[config.mk]
export PLATFORM = sky130hd
export DESIGN_NAME = fpu_mult_initiator
export DESIGN_NICKNAME = d
export VERILOG_FILES = /design/src/rtl/fpu_mult_initiator.sv
export SDC_FILE = /design/constraint.sdc
export NUM_CORES = 1
export LEC_CHECK = 0
export ABC_CLOCK_PERIOD_IN_PS = 1500
export CAP_MARGIN = 20
export CORE_UTILIZATION = 39
export CTS_CLUSTER_SIZE = 40
export DETAILED_ROUTE_END_ITERATION = 8
export PLACE_DENSITY_LB_ADDON = 0.12
export SYNTH_ARGS = -nofsm -noshare
export SYNTH_HDL_FRONTEND = slang
export SYNTH_SLANG_ARGS = --single-unit
[constraint.sdc]
create_clock -name clk -period 1.5 [get_ports clk]
set_input_delay 0.45 -clock clk [delete_from_list [all_inputs] [get_ports clk]]
set_output_delay 0.45 -clock clk [all_outputs]
set_load 0.005 [all_outputs]
[src/rtl/fpu_mult_initiator.sv]
// fpu_mult_initiator
//   Clocked initiator for the asynchronous FP16 multiplier's four-phase
//   req/ack/valid handshake. A single-cycle start latches the operands and
//   raises mult_req. The operands stay on mult_a/mult_b while the request is
//   outstanding. ack and valid are brought into the clock domain through
//   SYNC_STAGES flops each. Once both are seen, the product is captured and
//   the request is dropped. The block then waits for ack to fall, which
//   completes the return-to-zero phase. A saturating 8-bit counter aborts a
//   stalled REQ or REL phase after TIMEOUT_CYCLES cycles.
//
//   Optional build macro FPU_MULT_INIT_QUEUE_EN adds a one-entry pending
//   slot. A start that arrives while the block is busy is stored in the slot
//   and launched when the block is idle again. When the macro is undefined,
//   there is no slot and a start that arrives while busy is ignored.
//
// Ports
//   clk, rst_n         clock; synchronous active-low reset
//   start, op_a, op_b  launch strobe and operands (sampled with start)
//   ready              a start this cycle will be accepted
//   busy               handshake in flight (state != IDLE)
//   done               1-cycle pulse; result_out was updated
//   result_out         last captured product
//   timeout_err        sticky abort flag, cleared by the next launch
//   mult_req/a/b       request and held operands to the multiplier
//   mult_result        product from the multiplier (sampled on synced valid)
//   mult_valid/ack     asynchronous responses from the multiplier
module fpu_mult_initiator #(
  parameter int DATA_W         = 16,
  parameter int SYNC_STAGES    = 2,
  parameter int TIMEOUT_CYCLES = 255
) (
  input  logic              clk,
  input  logic              rst_n,
  input  logic              start,
  input  logic [DATA_W-1:0] op_a,
  input  logic [DATA_W-1:0] op_b,
  output logic              ready,
  output logic              busy,
  output logic              done,
  output logic [DATA_W-1:0] result_out,
  output logic              timeout_err,
  output logic              mult_req,
  output logic [DATA_W-1:0] mult_a,
  output logic [DATA_W-1:0] mult_b,
  input  logic [DATA_W-1:0] mult_result,
  input  logic              mult_valid,
  input  logic              mult_ack
);

  localparam logic [7:0] CNT_MAX = 8'(TIMEOUT_CYCLES);

  typedef enum logic [1:0] {S_IDLE, S_REQ, S_REL} state_t;

  state_t state, nxt_state;

  logic [SYNC_STAGES-1:0] ack_sync, valid_sync;
  logic                   ack_s, valid_s;
  logic [7:0]             cnt;
  logic                   cnt_hit;

  // strobes decoded from state + synced handshake
  logic              do_launch, do_capture, do_abort_req;
  logic              do_done, do_abort_rel, do_cnt_inc;
  logic [DATA_W-1:0] launch_a, launch_b;

  // ---------------------------------------------------------------
  // Synchronisers for the asynchronous responses
  // ---------------------------------------------------------------
  always_ff @(posedge clk) begin
    if (!rst_n) begin
      ack_sync   <= '0;
      valid_sync <= '0;
    end else begin
      ack_sync   <= {ack_sync[SYNC_STAGES-2:0], mult_ack};
      valid_sync <= {valid_sync[SYNC_STAGES-2:0], mult_valid};
    end
  end

  assign ack_s   = ack_sync[SYNC_STAGES-1];
  assign valid_s = valid_sync[SYNC_STAGES-1];
  assign cnt_hit = (cnt == CNT_MAX);

  // ---------------------------------------------------------------
  // Launch source: the direct start port, or the pending slot
  // ---------------------------------------------------------------
`ifdef FPU_MULT_INIT_QUEUE_EN
  logic              pend_v;
  logic [DATA_W-1:0] pend_a, pend_b;
  logic              slot_go, direct_go, store;

  // The slot takes priority over the port. A start that arrives in the same
  // cycle as a slot launch refills the slot.
  assign slot_go   = (state == S_IDLE) & pend_v & ~ack_s;
  assign direct_go = (state == S_IDLE) & start & ~pend_v & ~ack_s;
  assign store     = start & (~pend_v | slot_go) & ~direct_go;
  assign do_launch = slot_go | direct_go;
  assign launch_a  = slot_go ? pend_a : op_a;
  assign launch_b  = slot_go ? pend_b : op_b;

  always_ff @(posedge clk) begin
    if (!rst_n) begin
      pend_v <= 1'b0;
      pend_a <= '0;
      pend_b <= '0;
    end else if (store) begin
      pend_v <= 1'b1;
      pend_a <= op_a;
      pend_b <= op_b;
    end else if (slot_go) begin
      pend_v <= 1'b0;
    end
  end

  assign ready = ~pend_v;
`else
  // A stale ack left over from an aborted handshake blocks new requests
  // until the ack has fully dropped.
  assign do_launch = (state == S_IDLE) & start & ~ack_s;
  assign launch_a  = op_a;
  assign launch_b  = op_b;
  assign ready     = (state == S_IDLE) & ~ack_s;
`endif

  assign busy = (state != S_IDLE);

  // ---------------------------------------------------------------
  // FSM: state register
  // ---------------------------------------------------------------
  always_ff @(posedge clk) begin
    if (!rst_n) state <= S_IDLE;
    else        state <= nxt_state;
  end

  // ---------------------------------------------------------------
  // FSM: next state
  // ---------------------------------------------------------------
  always_comb begin
    nxt_state = state;
    case (state)
      S_IDLE: if (do_launch) nxt_state = S_REQ;
      S_REQ: begin
        if (ack_s & valid_s) nxt_state = S_REL;
        else if (cnt_hit)    nxt_state = S_IDLE;
      end
      S_REL: begin
        if (!ack_s)       nxt_state = S_IDLE;
        else if (cnt_hit) nxt_state = S_IDLE;
      end
      default: nxt_state = S_IDLE;
    endcase
  end

  // ---------------------------------------------------------------
  // FSM: output strobes
  // ---------------------------------------------------------------
  always_comb begin
    do_capture   = 1'b0;
    do_abort_req = 1'b0;
    do_done      = 1'b0;
    do_abort_rel = 1'b0;
    do_cnt_inc   = 1'b0;
    case (state)
      S_REQ: begin
        if (ack_s & valid_s) do_capture   = 1'b1;
        else if (cnt_hit)    do_abort_req = 1'b1;
        else                 do_cnt_inc   = 1'b1;
      end
      S_REL: begin
        if (!ack_s)       do_done      = 1'b1;
        else if (cnt_hit) do_abort_rel = 1'b1;
        else              do_cnt_inc   = 1'b1;
      end
      default: ;
    endcase
  end

  // ---------------------------------------------------------------
  // Registered outputs and the timeout counter
  // ---------------------------------------------------------------
  always_ff @(posedge clk) begin
    if (!rst_n) begin
      mult_req    <= 1'b0;
      mult_a      <= '0;
      mult_b      <= '0;
      result_out  <= '0;
      done        <= 1'b0;
      timeout_err <= 1'b0;
      cnt         <= '0;
    end else begin
      done <= do_done;
      if (do_launch) begin
        mult_a      <= launch_a;
        mult_b      <= launch_b;
        mult_req    <= 1'b1;
        timeout_err <= 1'b0;
        cnt         <= '0;
      end
      if (do_capture) begin
        result_out <= mult_result;
        mult_req   <= 1'b0;
        cnt        <= '0;
      end
      if (do_abort_req) begin
        mult_req    <= 1'b0;
        timeout_err <= 1'b1;
      end
      if (do_abort_rel) timeout_err <= 1'b1;
      // An increment only happens below CNT_MAX, so the counter saturates
      // and never wraps.
      if (do_cnt_inc) cnt <= cnt + 8'd1;
    end
  end

endmodule

==> out/summary.txt, run 1 <==
Layout net count = 493
Drt via density = 4.818
Number of global-route vias before repair = 2380
Clock transition at path regs = 0.07 ns
Syn Nets = 356
Synth async-reset ratio = 0%
Post-synthesis simple-gate area fraction = 20.92%
R2R Setup Slk = -0.14 ns
Synth warn = 0
Mapped Area = 2601 um^2
Placed instance count = 494
DR WL/cell = 13.32 um
Final slew viol count = 0
Max Cap Viol = 0
First-pass GRT wire length = 10740 um
Top-count cell post-synth = nand2_1
Cell area after layout = 4249 um^2
Crit path required time = 1.71 ns
Adder and majority gate portion of the synthesized area = 2.405%
Site Rows = 29
Port buffer count = 105
Die Width = 83.67 um
Post-synth top flop = dfxtp_1
Non-filler instance count after layout = 517
Clk buf depth = 2
Slew @ Worst Pin = 0.3394 ns
Endpoint class of the critical path = register
Post-synth EDFFs = 0
Hold buffers post-CTS = 0
Root Driver = clkbuf_8
Clock sinks = 65
IR drop worst, VDD = 696.3 uV
Status = finished, violations left
Synth cell types = 42
Worst-path fanout max = 7
Leakage = 1.881 nW
Syn_area_per_cell = 8.729 um^2
First-pass DRT Iterations = 4
FF-to-FF path depth = 6
CP Launch Type = register
Worst relative slew slack = 77.29%
PwrDens = 937.1 nW/um^2
Hold Vio Cnt, Final = 0
Largest family of logic cells by synthesized area = compound AO/OA/AOI/OAI gates
Worst Path Arrival = 1.85 ns
Initial antenna violation count = 0
#FFs+latches synth = 65
Synth Instances = 298
Area delta synth->final = 63.35%
Post-synth top area share = 50.02%
Clk_skew = 0.01189 ns
Violated checks = negative setup slack
Placeable core area = 6386 um^2
Detailed placement HPWL = 4687 um
F_max = 0.6115 GHz
Global route overflow = 0
RSZ-0062 raised after global routing = yes
Initial DRC count = 98
Initial Utilization = 40.73%
Crit Path Class = register to register
DR DRC count = 0
Crit share post-route = 109.0%
Cell taking the most area after synthesis = dfxtp_1
CTS buffer count = 9
Synth Area in Compound Gates = 21.74%
# setup viols final = 43
Post-Synth XOR/XNOR Area = 0.6734%
Worst hold path class = register to register
Setup slack after layout = -0.1353 ns
CTS tree = yes
Layout cells sized above 1 = 18.41%
Post-Place Cell Area = 3964 um^2
I/O pin cnt = 106
Ant. Diodes = 0
Commonest cells post-synth = 101 x nand2_1, 65 x dfxtp_1, 42 x a21boi_1, 11 x clkbuf_1, 6 x a21boi_0
Seq/Total Area, Yosys = 50.02%
DR vias = 2491
Final wirelength = 6888 um
Max H-tree Level = 3
Final critical path time including I/O delays and setup = 1.635 ns
Total die area = 7001 um^2
Post-synthesis mux area share = 0.8658%
GRT Overall Usage = 19.08%
Pin count of the biggest net entering global routing = 41
Antenna Nets Post-Route = 0
Die Span Y = 83.67 um
Routability Congestion = 0.7669
Top cells by area, synth = dfxtp_1 50%, nand2_1 15%, a21boi_1 12%
WHS Path Cells = 1
Worst skew pair latency = 0.33 ns
==> cell usage in the layout, fill, tap and decap left out, drive strengths merged, types with 2 or more instances in the layout <==
cell type / Yosys / routed
nand2: 101 / 101
dfxtp: 65 / 65
clkdlybuf4s50: 0 / 51
dlygate4sd2: 0 / 51
a21boi: 49 / 49
buf: 5 / 39
clkbuf: 11 / 15
o21ai: 8 / 8
nor2: 6 / 6
nor3: 6 / 6
and2: 5 / 5
ha: 5 / 5
nand3: 4 / 4
inv: 4 / 4
a21oi: 3 / 3
a21o: 3 / 3
a221o: 2 / 2
a22o: 2 / 2
nand2b: 2 / 2
mux2: 2 / 2
==> sequential cells by signal (all words and copies together), names as in the netlist, 2 cells and up <==
| register | flops |
|---|---|
| mult_a | 16 |
| mult_b | 16 |
| result_out | 16 |
| cnt | 8 |
| ack_sync | 2 |
| state | 2 |
| valid_sync | 2 |
==> power breakdown <==
part | leakage (nW) | internal (mW) | switching, mW | total, mW
Sequential | 0.533 | 1.80 | 0.0337 | 1.83
Clock | 0.107 | 0.904 | 0.637 | 1.54
Combinational | 1.24 | 0.364 | 0.246 | 0.609
==> worst max-delay path, stage by stage, from the launching register on <==
cell and delay [ns]:
dfxtp_2 0.35, buf_6 0.10, ha_4 0.12, a21boi_4 0.23, o21ai_2 0.07, o2111a_2 0.33
a221o_1 0.32
==> path summary, 6_finish.rpt <==
kind               start     endpoint
min reg2reg  ack_sync[0]  ack_sync[1]
max reg2reg     state[0]       cnt[7]
max             state[0]       cnt[7]
min          ack_sync[0]  ack_sync[1]
==> layout make-up <==
cell class / count / area [um^2]
fill: 542 / 2137
timing repair buffer: 142 / 1311
sequential: 65 / 1309
multi-input combinational: 213 / 1308
clock buffer: 14 / 172.7
tap: 77 / 96.34
clock inverter: 2 / 35.03
inverter: 4 / 17.52
==> metal layers <==
| metal | vias up | part of all wire [%] | wire, um | GRT usage [%] |
|---|---|---|---|---|
| met3 | 14 | 5.6 | 389 | 4.253 |
| met5 | - | 0 | 0 | 0 |
| li1 | 1269 | - | - | - |
| met4 | 0 | 2.4 | 166 | 10.94 |
| met1 | 1133 | 45 | 3094 | 22.79 |
| met2 | 75 | 47 | 3237 | 31.49 |
==> per-stage QoR <==
| step | setup slack (ns) | hold slack (ns) | TNS (ns) | total power [mW] | utilization, % |
|---|---|---|---|---|---|
| after floorplan | -0.03403 | 0.4119 | -0.06804 | 2.091 | - |
| after global placement | -0.2670 | 0.4154 | -9.703 | 2.467 | 62.07 |
| after detailed placement | -0.3241 | 0.4192 | -11.07 | 2.475 | 62.07 |
| after CTS | -0.1129 | 0.4356 | -0.6007 | 3.983 | 65.20 |
| after global routing | -0.1869 | 0.4662 | -5.305 | 4.149 | 66.54 |
| final | -0.1353 | 0.4383 | -1.691 | 3.982 | 66.54 |
==> cell families after synthesis <==
logic type | count (synthesis)
DFF | 65
muxes | 2
AOI/OAI and AO/OA | 74
xor gates and xnor gates | 2
adders and majority gates | 5
and+or+nand+nor | 130
buffers and inverters | 20
==> timing repair <==
action,CTS,global route
pin swaps,8,1
gates resized for setup,74,7
buffers inserted,2,4
endpoints found under the setup margin,78,46
gates cloned,0,1
(Power assumes the default switching activity.)
==> run 2, diff against run 1 <==
MAX_ROUTING_LAYER = met4   (was unset)
==> out/summary.txt, run 2 (synthesis results as in run 1) <==
Status = finished, violations left
Violated checks = negative setup slack
Area delta synth->final = 63.35% (unchanged)
Clk_skew = 0.01354 ns (+0.001644 ns)
CTS tree = yes
Port buffer count = 105 (unchanged)
Worst-path fanout max = 7 (unchanged)
CTS buffer count = 9 (unchanged)
Hold_ws = 0.4375 ns (-0.0008480 ns)
Layout net count = 493 (unchanged)
DR WL/cell = 13.32 um (about the same)
FF-to-FF path depth = 6 (unchanged)
Max Cap Viol = 0 (unchanged)
DR vias = 2494 (+0.12%)
Initial Utilization = 40.73% (unchanged)
PwrDens = 938.7 nW/um^2 (+0.17%)
Layout cells sized above 1 = 18.41% (unchanged)
Global route overflow = 0 (unchanged)
Crit path capture = cnt[7]
Site Rows = 29 (unchanged)
Leakage = 1.881 nW (unchanged)
Met1 wire length = 3113 um (+0.61%)
Most common cell after layout, fill and taps aside = nand2_1
FILL cells = 542 (unchanged)
Crit share post-route = 109.3% (+0.27 points)
TNS Setup = -1.762 ns (-0.07160 ns)
Clock sinks = 65 (unchanged)
I/O pin cnt = 106 (unchanged)
F_max = 0.6100 GHz (-0.25%)
DR top layer = met4
Setup slack after layout = -0.1393 ns (-0.004084 ns)
Initial antenna violation count = 0 (unchanged)
Slew @ Worst Pin = 0.3493 ns (+0.009880 ns)
Number of global-route vias before repair = 2386 (+0.25%)
# setup viols final = 43 (unchanged)
Crit Path Class = register to register
Total die area = 7001 um^2 (unchanged)
Drt via density = 4.824 (+0.12%)
First-pass DRT Iterations = 4 (unchanged)
Crit path required time = 1.71 ns (about the same)
IR drop worst, VDD = 695.9 uV (about the same)
Worst hold path class = register to register
Final slew viol count = 0 (unchanged)
GRT Overall Usage = 19.62% (+0.54 points)
Initial DRC count = 90 (-8.2%)
Final critical path time including I/O delays and setup = 1.639 ns (+0.004084 ns)
Largest registers = mult_a x16, mult_b x16, result_out x16
FF-to-FF Start = state[0]
FF-to-FF End = cnt[7]
Routability Congestion = 0.7771 (+1.3%)
Ant. Diodes = 0 (unchanged)
Crit path from = state[0]
Placed instance count = 494 (unchanged)
Max H-tree Level = 3 (unchanged)
Hold Vio Cnt, Final = 0 (unchanged)
Non-filler instance count after layout = 517 (unchanged)
DR DRC count = 0 (unchanged)
Die Span Y = 83.67 um (unchanged)
Root Driver = clkbuf_8
Clock transition at path regs = 0.07 ns (about the same)
Met2 wire length = 3216 um (-0.65%)
Worst relative slew slack = 76.63% (-0.66 points)
Clk buf depth = 2 (unchanged)
Final wirelength = 6887 um (about the same)
Endpoint class of the critical path = register
Die Width = 83.67 um (unchanged)
Most frequent cells in the layout = 101 x nand2_1, 59 x dfxtp_1, 51 x clkdlybuf4s50_1, 51 x dlygate4sd2_1, 41 x a21boi_1
Detailed placement HPWL = 4687 um (unchanged)
RSZ-0062 raised after global routing = yes
First-pass GRT wire length = 10740 um (about the same)
Placeable core area = 6386 um^2 (unchanged)
Hold buffers post-CTS = 0 (unchanged)
Pin count of the biggest net entering global routing = 41 (unchanged)
DR WL met3 = 369 um (-5.1%)
Worst skew pair latency = 0.34 ns (about the same)
R2R Setup Slk = -0.14 ns (about the same)
Worst Path Arrival = 1.85 ns (about the same)
CP Launch Type = register
Antenna Nets Post-Route = 0 (unchanged)
==> run 2: cell counts in the layout (fill, tap and decap cells not counted) <==
Identical to the previous run, type by type.
==> run 2: worst min-delay path by stage <==
stage | from | to | slack, ns | cells past startpoint
2_1_floorplan | ack_sync[0] | ack_sync[1] | 0.41 | 1
3_3_place_gp | valid_sync[0] | valid_sync[1] | 0.42 | 1
3_5_place_dp | valid_sync[0] | valid_sync[1] | 0.42 | 1
4_1_cts | valid_sync[0] | valid_sync[1] | 0.44 | 1
5_1_grt | ack_sync[0] | ack_sync[1] | 0.47 | 1
6_report | valid_sync[0] | valid_sync[1] | 0.44 | 1
==> run 2: routing by layer <==
layer	track usage (%)	vias to the layer above
met1	22.67	1135
met4	10.94	0
li1	-	1271
met5	-	-
met2	31.63	73
met3	4.253	15
==> run 2: cell type report <==
| class | count | area (um^2) | area share, % |
|---|---|---|---|
| Tap cell | 77 | 96.34 | 2.267 |
| Inverter | 4 | 17.52 | 0.4122 |
| Sequential cell | 65 | 1309 | 30.80 |
| Multi-Input combinational cell | 213 | 1308 | 30.77 |
| Clock inverter | 2 | 35.03 | 0.8245 |
| Clock buffer | 14 | 172.7 | 4.064 |
| Timing Repair Buffer | 142 | 1311 | 30.86 |
==> run 2: timing repair <==
item / 4_1_cts / 5_1_grt
buffers inserted: 2 / 4
setup endpoints to repair: 78 / 46
pin swaps: 8 / 1
gates cloned: 0 / 1
resized for setup: 74 / 7
==> run 2: critical path, cell delays in order (launching register included) <==
cell      delay (ns)
dfxtp_2         0.35
buf_6           0.10
ha_4            0.12
a21boi_4        0.23
o21ai_2         0.07
o2111a_2        0.33
a221o_1         0.32
==> run 2: power by group <==
group	total [mW]	switching (mW)	internal, mW
clock network	1.55	0.644	0.904
logic	0.610	0.246	0.364
registers	1.83	0.0335	1.80
total	3.99	0.923	3.07
==> run 2: per-stage QoR <==
step           util (%)  cell area, um^2  setup WS (ns)  total power [mW]
6_report          66.54             4249        -0.1393             3.989
2_1_floorplan         -             2638       -0.03403             2.091
5_1_grt           66.54             4249        -0.1868             4.148
3_5_place_dp      62.07             3964        -0.3241             2.475
4_1_cts           65.20             4164        -0.1129             3.983
3_3_place_gp      62.07             3964        -0.2670             2.467
